<file path="src/rtl/universal_shift_register.sv">
// WIDTH-bit universal shift register: hold / shift right / shift left / parallel load,
// with serial cascade ports and a saturating shift-in counter. Define UNIV_REG_ROTATE_EN for the Rotate port.
module universal_shift_register #(
    parameter  int WIDTH = 8,
    localparam int CW    = $clog2(WIDTH + 1)
) (
    input  logic             Clock,
    input  logic             Reset,
    input  logic [1:0]       Mode,
    input  logic [WIDTH-1:0] D,
    input  logic             SerInR,
    input  logic             SerInL,
`ifdef UNIV_REG_ROTATE_EN
    input  logic             Rotate,
`endif
    output logic [WIDTH-1:0] Q,
    output logic [WIDTH-1:0] Qb,
    output logic             SerOutR,
    output logic             SerOutL,
    output logic [CW-1:0]    Count,
    output logic             Full
);

    localparam logic [CW-1:0] COUNT_MAX = CW'(WIDTH);

    logic [WIDTH-1:0] q_d;
    logic [WIDTH-1:0] q_q;
    logic [CW-1:0]    count_d;
    logic [CW-1:0]    count_q;
    logic             ser_r_s;
    logic             ser_l_s;

    // Counter advances on every shift regardless of direction and sticks at WIDTH.
    function automatic logic [CW-1:0] sat_inc(input logic [CW-1:0] c);
        logic [CW-1:0] r;
        if (c == COUNT_MAX) begin
            r = c;
        end else begin
            r = c + {{(CW-1){1'b0}}, 1'b1};
        end
        return r;
    endfunction

    // Select the bits entering each end: external serial input, or wrap-around when rotating.
    always_comb begin
`ifdef UNIV_REG_ROTATE_EN
        ser_r_s = Rotate ? q_q[0]       : SerInR;
        ser_l_s = Rotate ? q_q[WIDTH-1] : SerInL;
`else
        ser_r_s = SerInR;
        ser_l_s = SerInL;
`endif
    end

    // Next-state selection by operating mode.
    always_comb begin
        q_d     = q_q;
        count_d = count_q;
        case (Mode)
            2'b00: begin
                q_d     = q_q;
                count_d = count_q;
            end
            2'b01: begin
                q_d     = {ser_r_s, q_q[WIDTH-1:1]};
                count_d = sat_inc(count_q);
            end
            2'b10: begin
                q_d     = {q_q[WIDTH-2:0], ser_l_s};
                count_d = sat_inc(count_q);
            end
            2'b11: begin
                q_d     = D;
                count_d = {CW{1'b0}};
            end
            default: begin
                q_d     = q_q;
                count_d = count_q;
            end
        endcase
    end

    // State registers; Reset overrides every mode.
    always_ff @(posedge Clock) begin
        if (Reset) begin
            q_q     <= {WIDTH{1'b0}};
            count_q <= {CW{1'b0}};
        end else begin
            q_q     <= q_d;
            count_q <= count_d;
        end
    end

    // Remaining outputs are pure decodes of the registered state.
    assign Q       = q_q;
    assign Qb      = ~q_q;
    assign SerOutR = q_q[0];
    assign SerOutL = q_q[WIDTH-1];
    assign Count   = count_q;
    assign Full    = (count_q == COUNT_MAX);

endmodule

</file>
<file path="config.mk">
export PLATFORM = sky130hd
export DESIGN_NAME = universal_shift_register
export DESIGN_NICKNAME = d
export VERILOG_FILES = /design/src/rtl/universal_shift_register.sv
export SDC_FILE = /design/constraint.sdc
export NUM_CORES = 1
export LEC_CHECK = 0
export CORE_AREA = 2 2 46 48
export CTS_CLUSTER_SIZE = 40
export DETAILED_ROUTE_END_ITERATION = 10
export DIE_AREA = 0 0 48 50
export PLACE_DENSITY = 0.73
export SKIP_LAST_GASP = 1
export SLEW_MARGIN = 20
export SYNTH_ARGS = -nofsm -noshare
export SYNTH_HDL_FRONTEND = slang
export SYNTH_SLANG_ARGS = --single-unit
</file>
<file path="constraint.sdc">
create_clock -name Clock -period 1.7 [get_ports Clock]
set_input_delay 0.34 -clock Clock [delete_from_list [all_inputs] [get_ports Clock]]
set_output_delay 0.34 -clock Clock [all_outputs]
set_load 0.01 [all_outputs]
</file>
==> impl_results.rst <==
.. list-table::
   :header-rows: 1

   * - Metric
     - Value
   * - Area enclosed by the die boundary
     - between 2000 and 2500 sq um
   * - Register-to-register setup slack
     - 0.21 ns
   * - Post-layout net count
     - between 100 and 150
   * - DR WL/cell
     - approximately 12 um
   * - Post-Route WL
     - around 1800 um
   * - TritonCTS clock tree
     - built
   * - Slew at the pin closest to its max-slew limit
     - 0.482 ns
   * - Part of the total power dissipated in combinational logic
     - 0.327
   * - Post-detailed-placement cell area
     - 1150 sq um
   * - Share of the synthesized area in the top cell type
     - 0.355
   * - Final Max Tran Viols
     - 0
   * - Flip-flop and latch count after synthesis
     - 12
   * - First-pass GRT wire length
     - between 2000 and 3000 um
   * - Worst setup EP type
     - output pin
   * - DP HPWL
     - about 1500 um
   * - Library cell occupying the most area in the post-synthesis netlist
     - sky130_fd_sc_hd__dfxtp_1
   * - Buffers inserted during post-CTS setup optimization
     - 0
   * - Post-synth net total
     - between 90 and 100
   * - Die Wd
     - 48 um
   * - EDFF count, synth
     - 0
   * - Count of TritonRoute iterations in the first routing pass
     - 4
   * - Register share of total power
     - 0.433
   * - Total power divided by cell area
     - 629 nW/um^2
   * - Clock edge transition at the registers on the reported setup and hold paths
     - 0.08 ns
   * - Filler Cells Inserted
     - 175
   * - Die outline height
     - 50 um
   * - Pin count of the biggest net entering global routing
     - 18
   * - Via total after detailed routing
     - 810
   * - # H-tree levels
     - 1
   * - Dominant cells by area after synthesis
     - sky130_fd_sc_hd__dfxtp_1 (35%), sky130_fd_sc_hd__a221oi_1 (19%), sky130_fd_sc_hd__ha_1 (9.2%)
   * - Worst-Skew Late Latency
     - 0.27 ns
   * - Drt first-iter violations
     - 16
   * - Switching power as a share of total power
     - 0.285
   * - Hold Path Class
     - reg -> reg
   * - Final worst-path cycle share
     - 0.953
   * - LEAKAGE
     - 0.469 nW
   * - Arrival time reported for the critical path endpoint
     - 1.28 ns
   * - Number of buffer and inverter instances along the worst setup path
     - 2
   * - Total global-route track usage
     - 0.167
   * - Endpoints failing setup
     - 0
   * - Count of endpoints failing hold in the final timing report
     - 0
   * - Synthesized instance count
     - 80
   * - Share of async-settable or async-resettable flops after synthesis
     - 0
   * - Netlist area before placement
     - 677 sq um
   * - Clock tree skew after final layout
     - 0.00908 ns
   * - Max-slew headroom at the worst pin
     - 0.677
   * - Starting density of the core
     - 0.356
   * - Number of port buffers
     - 36
   * - Clock sink total
     - 12
   * - Dominant register cell in the synthesized netlist
     - sky130_fd_sc_hd__dfxtp_1
   * - Fraction of layout cells with a size suffix above 1
     - 0.165
   * - Number of placement rows
     - 16
   * - Max-Cap Viols
     - 0
   * - Std-Cell Core Area
     - 1900 sq um
   * - Maximum net fanout on the critical path
     - 5
   * - Switching power of the nets
     - 0.000209 W
   * - Count of unresolved DRC violations after routing
     - 0
   * - Post-detailed-route count of antenna-violating nets
     - 0
   * - Relative area change from synthesis to final layout
     - 72.6%
   * - Total power draw
     - 0.000735 W
   * - Deepest clock path buffer count
     - 2
   * - Crit path largest cell delay
     - between 0.5 and 0.6 ns
   * - Root buffer cell
     - sky130_fd_sc_hd__clkbuf_4
   * - Gp weighted congestion
     - 0.756
   * - Period minus WS final
     - 1.62 ns
   * - Run status
     - completed
   * - Vias per inst
     - 5.26
   * - Initial antenna violation count
     - 0
   * - Number of warnings reported in the yosys synthesis log
     - 0
   * - RSZ-0062 raised after global routing
     - no
   * - Number of distinct library cells after synthesis
     - 20
   * - Critical path class
     - reg -> out
   * - Via count of the first global-routing pass
     - 707
   * - Clock share of power
     - 0.240
   * - Total congestion overflow
     - 0
   * - Internal power
     - about 0.00053 W
   * - Worst vdd ir
     - around 440 uV
   * - Kind of start point of the critical path
     - flop
   * - Antenna fix cells
     - 0
   * - Post-synthesis sequential area ratio
     - 0.355
   * - Layout Cell Area excl Fill
     - 1170 sq um
   * - Total I/O pin count
     - 37
   * - Per-instance average area after synthesis
     - 8.46 sq um
   * - Sequence of cells on the critical path
     - buf_4 > clkdlybuf4s50_1
   * - Library cell contributing the largest single delay on the critical path
     - sky130_fd_sc_hd__clkdlybuf4s50_1
   * - Worst Path Required
     - between 1 and 1.5 ns
   * - Highest achievable clock rate
     - 617 MHz
   * - Total CTS buffers
     - 3
   * - Top Family by Delay on Critical Path
     - buffers and inverters
==> logic make-up after synthesis <==
kind of cell | Yosys count | share of synthesized area
compound gates | 26 | 0.285
fa+ha+maj | 5 | 0.0924
simple gates | 18 | 0.152
buf+inv | 19 | 0.116
flops | 12 | 0.355
==> final timing paths <==
path,from,depth (start not counted),end
worst max register to register,Count[0],5,Count[2]
worst min-delay path,Q[3],2,Q[2]
worst min register to register,Q[3],2,Q[2]
worst max-delay path,Count[1],2,Count[1]
==> power groups by stage <==
stage | Clock [W] | Combinational, W | Sequential [W]
after floorplan | 0 | 0.0000881 | 0.000334
after global placement | 0 | 0.000240 | 0.000324
after detailed placement | 0 | 0.000243 | 0.000325
after CTS | 0.000184 | 0.000243 | 0.000318
after global routing | 0.000194 | 0.000263 | 0.000321
final | 0.000176 | 0.000240 | 0.000318
==> cell usage in the layout, fill, tap and decap left out, drive strengths merged, types with 2 or more instances in the layout <==
| cell type | count |
|---|---|
| a221oi | 15 |
| dfxtp | 12 |
| or4 | 2 |
| ha | 5 |
| clkbuf | 3 |
| inv | 12 |
| buf | 15 |
| o21ai | 3 |
| a21oi | 5 |
| dlygate4sd2 | 3 |
| nand2 | 8 |
| clkdlybuf4s50 | 33 |
| nor2 | 3 |
==> per-stage QoR <==
step	TNS, ns	worst slack (ns)	utilization	hold WS [ns]	std cells
6_report	0	0.0797	0.614	0.506	154
5_1_grt	0	0.00516	0.614	0.545	154
4_1_cts	0	0.0689	0.614	0.510	154
3_5_place_dp	-3.19	-0.354	0.605	0.501	151
3_3_place_gp	-2.86	-0.323	0.605	0.498	151
2_1_floorplan	0	0.145	-	0.419	80
==> metal layers <==
metal | wire (um) | GRT usage | vias up
li1 | - | - | 391
met1 | 826 | 0.180 | 369
met2 | 839 | 0.296 | 43
met3 | 140 | 0.0330 | 7
met4 | 28 | 0.0676 | 0
met5 | 0 | 0 | -
==> sequential cells by signal, summed over array words and instances, names as in the netlist <==
| register | flops |
|---|---|
| Q | 8 |
| Count | 4 |
==> cells in the mapped netlist, types with 2 or more instances <==
| library cell | instances |
|---|---|
| sky130_fd_sc_hd__ha_1 | 5 |
| sky130_fd_sc_hd__o21ai_0 | 3 |
| sky130_fd_sc_hd__or4_1 | 2 |
| sky130_fd_sc_hd__inv_1 | 12 |
| sky130_fd_sc_hd__nand2_1 | 8 |
| sky130_fd_sc_hd__nor2_1 | 2 |
| sky130_fd_sc_hd__a21oi_1 | 5 |
| sky130_fd_sc_hd__a221oi_1 | 15 |
| sky130_fd_sc_hd__buf_4 | 2 |
| sky130_fd_sc_hd__clkbuf_1 | 5 |
| sky130_fd_sc_hd__dfxtp_1 | 12 |
==> worst register-to-register path, cell delays in order (launching register included) <==
cell	delay [ns]
sky130_fd_sc_hd__dfxtp_1	0.33
sky130_fd_sc_hd__inv_1	0.04
sky130_fd_sc_hd__ha_1	0.20
sky130_fd_sc_hd__and4b_4	0.22
sky130_fd_sc_hd__or4_1	0.46
sky130_fd_sc_hd__a21oi_1	0.15
==> timing repair <==
item / in CTS / in global routing
hold buffers: 0 / 0
resized for setup: 3 / 0
endpoints found under the setup margin: 3 / 0
==> area by class of cell <==
class	count	area, sq um	share of cell area
Timing Repair Buffer	51	469	0.401
Multi-Input combinational cell	49	358	0.306
Sequential cell	12	240	0.206
Inverter	12	45.0	0.0385
Tap cell	27	33.8	0.0289
Clock buffer	3	22.5	0.0193
No activity file was read; power rests on OpenSTA's default activity.
